<file path="src/rtl/inst_prefetch_queue.sv">
// inst_prefetch_queue
//   Prefetches instruction words from a synchronous ROM into a small FIFO so
//   the decoder/step controller always finds the next instruction ready.
//   Branch/jump redirects and restarts flush both the queue and any read
//   already in flight.
//
// Ports
//   clk            system clock, all state on posedge
//   init_n         asynchronous active-low reset
//   start          pulse: load PC from start_addr, flush, enter RUN
//   start_addr     program start address
//   redirect       pulse (RUN only): flush, restart at redirect_addr
//   redirect_addr  branch/jump target
//   halt           pulse: stop issuing fetches until next start
//   imem_rd_en     ROM read strobe (registered)
//   imem_addr      ROM address (registered)
//   imem_data      ROM data, valid one cycle after rd_en/addr
//   inst_out       head-of-queue instruction
//   inst_pc        address of inst_out
//   inst_valid     queue non-empty
//   inst_ready     consumer accepts head this cycle
//   count          queue occupancy 0..DEPTH
//
// States
//   state  | meaning
//   IDLE   | after reset, no fetching until start
//   RUN    | issuing reads while credit is available
//   STOP   | halted: no new reads, queue drains, waits for start

module inst_prefetch_queue #(
  parameter int                ADDR_W   = 9,
  parameter int                INST_W   = 9,
  parameter int                DEPTH    = 4,
  parameter logic [ADDR_W-1:0] RESET_PC = '0
) (
  input  logic              clk,
  input  logic              init_n,
  input  logic              start,
  input  logic [ADDR_W-1:0] start_addr,
  input  logic              redirect,
  input  logic [ADDR_W-1:0] redirect_addr,
  input  logic              halt,
  output logic              imem_rd_en,
  output logic [ADDR_W-1:0] imem_addr,
  input  logic [INST_W-1:0] imem_data,
  output logic [INST_W-1:0] inst_out,
  output logic [ADDR_W-1:0] inst_pc,
  output logic              inst_valid,
  input  logic              inst_ready,
  output logic [2:0]        count
);

  localparam int         PTR_W   = $clog2(DEPTH);
  localparam logic [3:0] DEPTH_C = 4'(DEPTH);

  typedef enum logic [1:0] {S_IDLE, S_RUN, S_STOP} state_t;

  state_t            r_state;
  state_t            w_state_nxt;
  logic [ADDR_W-1:0] r_pc;
  logic [ADDR_W-1:0] r_imem_addr;
  logic              r_imem_rd_en;
  logic              r_inflight;
  logic [INST_W-1:0] r_fifo_inst [DEPTH];
  logic [ADDR_W-1:0] r_fifo_pc   [DEPTH];
  logic [PTR_W-1:0]  r_wr_ptr;
  logic [PTR_W-1:0]  r_rd_ptr;
  logic [2:0]        r_count;

  logic              w_run;
  logic              w_flush;
  logic              w_issue;
  logic              w_push;
  logic              w_pop;
  logic [ADDR_W-1:0] w_target;
  logic [3:0]        w_credit_used;

  assign w_run    = (r_state == S_RUN);
  assign w_flush  = start | (w_run & redirect);
  assign w_target = start ? start_addr : redirect_addr;

  // Entries queued plus the one read in flight must leave room, so a
  // returning word always has a slot and the FIFO can never overflow.
  assign w_credit_used = {1'b0, r_count} + {3'b000, r_inflight};
  assign w_issue = w_run & ~start & ~redirect & ~halt & (w_credit_used < DEPTH_C);

  // A flush drops both the returning word and any pop on the same edge.
  assign w_push = r_inflight & ~w_flush;
  assign w_pop  = (r_count != 3'd0) & inst_ready & ~w_flush;

  always_ff @(posedge clk or negedge init_n) begin
    if (!init_n) r_state <= S_IDLE;
    else         r_state <= w_state_nxt;
  end

  always_comb begin
    w_state_nxt = r_state;
    if (start)              w_state_nxt = S_RUN;
    else if (w_run && halt) w_state_nxt = S_STOP;
  end

  always_ff @(posedge clk or negedge init_n) begin
    if (!init_n) begin
      r_pc         <= RESET_PC;
      r_imem_addr  <= RESET_PC;
      r_imem_rd_en <= 1'b0;
      r_inflight   <= 1'b0;
      r_wr_ptr     <= '0;
      r_rd_ptr     <= '0;
      r_count      <= 3'd0;
      for (int i = 0; i < DEPTH; i++) begin
        r_fifo_inst[i] <= '0;
        r_fifo_pc[i]   <= '0;
      end
    end else begin
      r_imem_rd_en <= w_issue;
      r_inflight   <= w_issue;
      if (w_issue) r_imem_addr <= r_pc;

      if (w_flush)      r_pc <= w_target;
      else if (w_issue) r_pc <= r_pc + ADDR_W'(1);

      if (w_flush) begin
        // Head pointer is kept; the stale head is don't-care while empty.
        r_wr_ptr <= r_rd_ptr;
        r_count  <= 3'd0;
      end else begin
        if (w_push) begin
          r_fifo_inst[r_wr_ptr] <= imem_data;
          r_fifo_pc[r_wr_ptr]   <= r_imem_addr;
          r_wr_ptr              <= r_wr_ptr + PTR_W'(1);
        end
        if (w_pop) r_rd_ptr <= r_rd_ptr + PTR_W'(1);
        r_count <= r_count + {2'b00, w_push} - {2'b00, w_pop};
      end
    end
  end

  assign imem_rd_en = r_imem_rd_en;
  assign imem_addr  = r_imem_addr;
  assign inst_out   = r_fifo_inst[r_rd_ptr];
  assign inst_pc    = r_fifo_pc[r_rd_ptr];
  assign inst_valid = (r_count != 3'd0);
  assign count      = r_count;

endmodule

</file>
<file path="config.mk">
export PLATFORM = sky130hd
export DESIGN_NAME = inst_prefetch_queue
export DESIGN_NICKNAME = d
export VERILOG_FILES = /design/src/rtl/inst_prefetch_queue.sv
export SDC_FILE = /design/constraint.sdc
export NUM_CORES = 1
export LEC_CHECK = 0
export BUFFER_PORTS_ARGS = -buffer_cell sky130_fd_sc_hd__buf_2
export CAP_MARGIN = 20
export CORE_MARGIN = 2
export CORE_UTILIZATION = 59
export CTS_BUF_LIST = sky130_fd_sc_hd__clkbuf_8
export DETAILED_ROUTE_END_ITERATION = 8
export GPL_TIMING_DRIVEN = 0
export PLACE_DENSITY = 0.92
export SYNTH_ARGS = -nofsm -noshare
export SYNTH_HDL_FRONTEND = slang
export SYNTH_SLANG_ARGS = --single-unit
</file>
<file path="constraint.sdc">
create_clock -name clk -period 4.1 [get_ports clk]
set_input_delay 0.205 -clock clk [delete_from_list [all_inputs] [get_ports clk]]
set_output_delay 0.205 -clock clk [all_outputs]
set_load 0.02 [all_outputs]
</file>
==> flow_metrics.env <==
export IMPL_area_growth_pct=13.8
export IMPL_cts_buffers=9
export IMPL_routed_top_layer="met4"
export IMPL_endpoint_kind="flop"
export IMPL_cts_sinks=100
export IMPL_initialDrtViolationCount=219
export IMPL_synth_area_top_cells="dfrtp_1 53%, mux2_2 18%, mux4_2 8.5%, ha_1 2.1%, mux2_4 1.6%"
export IMPL_synth_edff_count=0
export IMPL_ios=65
export IMPL_fin_crit_sh=0.679
export IMPL_cts_buffer_depth=2
export IMPL_drive_gt1_frac=0.495
export IMPL_slew_headroom=0.499
export IMPL_ys_seq_elements=100
export IMPL_cts_tree="yes"
export IMPL_setup_ws_ns=1.32
export IMPL_regArea_sq_mm=0.00250
export IMPL_power_density_mw_per_mm2=474
export IMPL_ys_seq_area_frac=0.526
export IMPL_grt_ovfl_total=0
export IMPL_fin_total_pwr_mw=2.57
export IMPL_required_ns=4.35
export IMPL_vias=2962
export IMPL_postCtsResizedCells=0
export IMPL_synthDistinctLibCells=46
export IMPL_wl_met3_um=551
export IMPL_wl_um=9250
export IMPL_dieArea_sq_mm=0.00880
export IMPL_io_buffers=64
export IMPL_internal_power_mw=1.73
export IMPL_clkPwrFrac=0.215
export IMPL_min_path_type="primary input to flop"
export IMPL_vias_per_cell=5.85
export IMPL_wl_met1_um=3770
export IMPL_dr_pass1_iters=4
export IMPL_netlist_area_sq_mm=0.00476
export IMPL_coreArea_sq_mm=0.00777
export IMPL_power_static_leakage_nw=2.63
export IMPL_multiInputGateArea_sq_mm=0.00212
export IMPL_synth_top_flop_cell="dfrtp_1"
export IMPL_route_met2_wl_um=4760
export IMPL_yosysWarnings=0
export IMPL_crit_type="flop to flop"
export IMPL_skew_ns=0.0101
export IMPL_grt_max_degree=65
export IMPL_clock_root_buffer="clkbuf_8"
export IMPL_synth_top_area_cell="dfrtp_1"
export IMPL_comb_power_share=0.293
export IMPL_cp_start_kind="flop"
export IMPL_syn_inst=322
export IMPL_hold_viol=0
export IMPL_n_fill_cell=574
export IMPL_die_y_um=93.8
export IMPL_setup_tns_ns=0
export IMPL_grt_pass1_wl_um=15300
export IMPL_worstPathMaxFanout=10
export IMPL_route_detailed_drc=0
export IMPL_worst_pin_slew_ns=0.752
export IMPL_finalNonFillerCells=506
export IMPL_synth_async_reset_ratio=1.00
export IMPL_swShare=0.327
export IMPL_syn_area_per_cell_sq_um=14.8
export IMPL_period_needed_ns=2.78
export IMPL_row_count=32
export IMPL_post_cts_buffers=0
export IMPL_regToRegSetupSlack_ns=1.32
export IMPL_htreeDepth=3
export IMPL_postRouteAntennaNets=0
export IMPL_fp_dieW_um=93.8
export IMPL_grt_setup_unrepaired="false"
export IMPL_critPathArrivalTime_ns=3.03
export IMPL_dp_cells=489
export IMPL_p_seq_frac=0.492
export IMPL_place_ws_ns=1.32
export IMPL_final_nets=441
export IMPL_timing_fmax_mhz=359
export IMPL_peakVddDrop_mv=0.217
export IMPL_setup_violations=0
export IMPL_drv_slew=0
export IMPL_cap_violations=0
export IMPL_start_util=0.613
export IMPL_synth_top_cell_area_share=0.526
export IMPL_syn_nets=364
export IMPL_p_sw_mw=0.839
export IMPL_grt_pass1_vias=3112
export IMPL_clock_latency_ns=0.37
export IMPL_antenna_cells=0
export IMPL_final_util=0.697
export IMPL_outcome="complete, no violations"
export IMPL_path_clk_slew_ns=0.09
export IMPL_gp_congestion=0.857
export IMPL_antenna_found_initial=0
export IMPL_wl_per_cell_um=18.3
export IMPL_track_usage=0.230
export IMPL_dp_hpwl_um=6760
==> state kept, by name, summed over array words and instances, names as in the netlist <==
name,flops
r_fifo_inst,36
r_fifo_pc,36
imem_addr,9
r_pc,9
count,3
r_rd_ptr,2
r_state,2
r_wr_ptr,2
r_inflight,1
==> per-layer routing <==
metal	vias to the layer above	GRT usage
met5	-	0
met4	0	0.0700
met3	13	0.0602
met2	113	0.391
met1	1480	0.290
li1	1356	-
==> final timing paths <==
check                           cells past startpoint            start              end
max in group asynchronous                           3           init_n    r_fifo_pc[19]
worst max-delay path                               12       r_state[0]         count[2]
min in group asynchronous                           2           init_n  r_fifo_inst[27]
worst max register to register                     12       r_state[0]         count[2]
worst min-delay path                                2     imem_data[2]   r_fifo_inst[2]
worst min register to register                      1  r_fifo_inst[17]  r_fifo_inst[17]
==> cells in the final DEF, fill, tap and decap left out, types with 4 or more instances in the layout <==
master and instances:
mux2i_1 4, a211oi_1 7, buf_2 73, a31oi_1 5, ha_1 8, nor2b_1 7, clkbuf_8 10, buf_6 4
nand2_1 5, mux2_4 5, nand3_4 4, mux4_2 18, inv_1 10, nor2_1 7, mux2_2 76, dfrtp_1 100
==> logic make-up after synthesis <==
kind of cell | Yosys count | share of synthesized area
multiplexers | 103 | 0.289
flip-flops | 100 | 0.526
AO/OA/AOI/OAI | 31 | 0.0510
adder cells (fa/ha/maj) | 9 | 0.0252
XOR/XNOR | 4 | 0.00736
AND/OR/NAND/NOR | 49 | 0.0720
buffers and inverters | 26 | 0.0294
==> worst max-delay path, cell delays in order (launching register included) <==
cell	delay (ns)
dfrtp_1	0.41
nor2b_1	0.18
a21oi_4	0.34
buf_2	0.28
buf_2	0.27
nand2_1	0.09
ha_1	0.29
inv_1	0.05
ha_1	0.14
inv_1	0.05
fa_1	0.38
xnor2_1	0.14
nor2_1	0.05
==> cell usage after synthesis (4+ instances only) <==
master and instances:
nand2_1 5, mux4_2 18, mux2_2 76, mux2_4 5
nand3_4 4, ha_1 8, nor2_1 7, a211oi_1 7
nor2b_1 7, dfrtp_1 100, buf_2 10, mux2i_1 4
inv_1 8, a31oi_1 5, buf_6 4
==> layout make-up <==
type,count,area share
Tap cell,102,0.0236
Sequential cell,100,0.462
Clock buffer,10,0.0254
Buffer,18,0.0203
Clock inverter,6,0.00600
Multi-Input combinational cell,196,0.391
Timing Repair Buffer,66,0.0665
Inverter,8,0.00554
==> what timing repair did <==
action / CTS / global route
hold buffers: 1 / 0
hold endpoints to repair: 36 / 0
endpoints found under the setup margin: 0 / 0
==> metrics by stage <==
step                      hold slack, ns  area [sq um]
after floorplan                  -0.0906          4760
after global placement             0.478          5210
after detailed placement           0.196          5240
after CTS                          0.104          5420
after global routing               0.106          5420
final                              0.113          5420
==> power groups by stage <==
stage	clock, mW	combinational (mW)	sequential (mW)
after global routing	0.609	0.813	1.29
after CTS	0.567	0.766	1.26
final	0.552	0.754	1.26
after detailed placement	0	0.761	1.28
after global placement	0	0.732	1.26
after floorplan	0	0.505	1.28
Note: power is estimated with default switching activity, not from simulation.
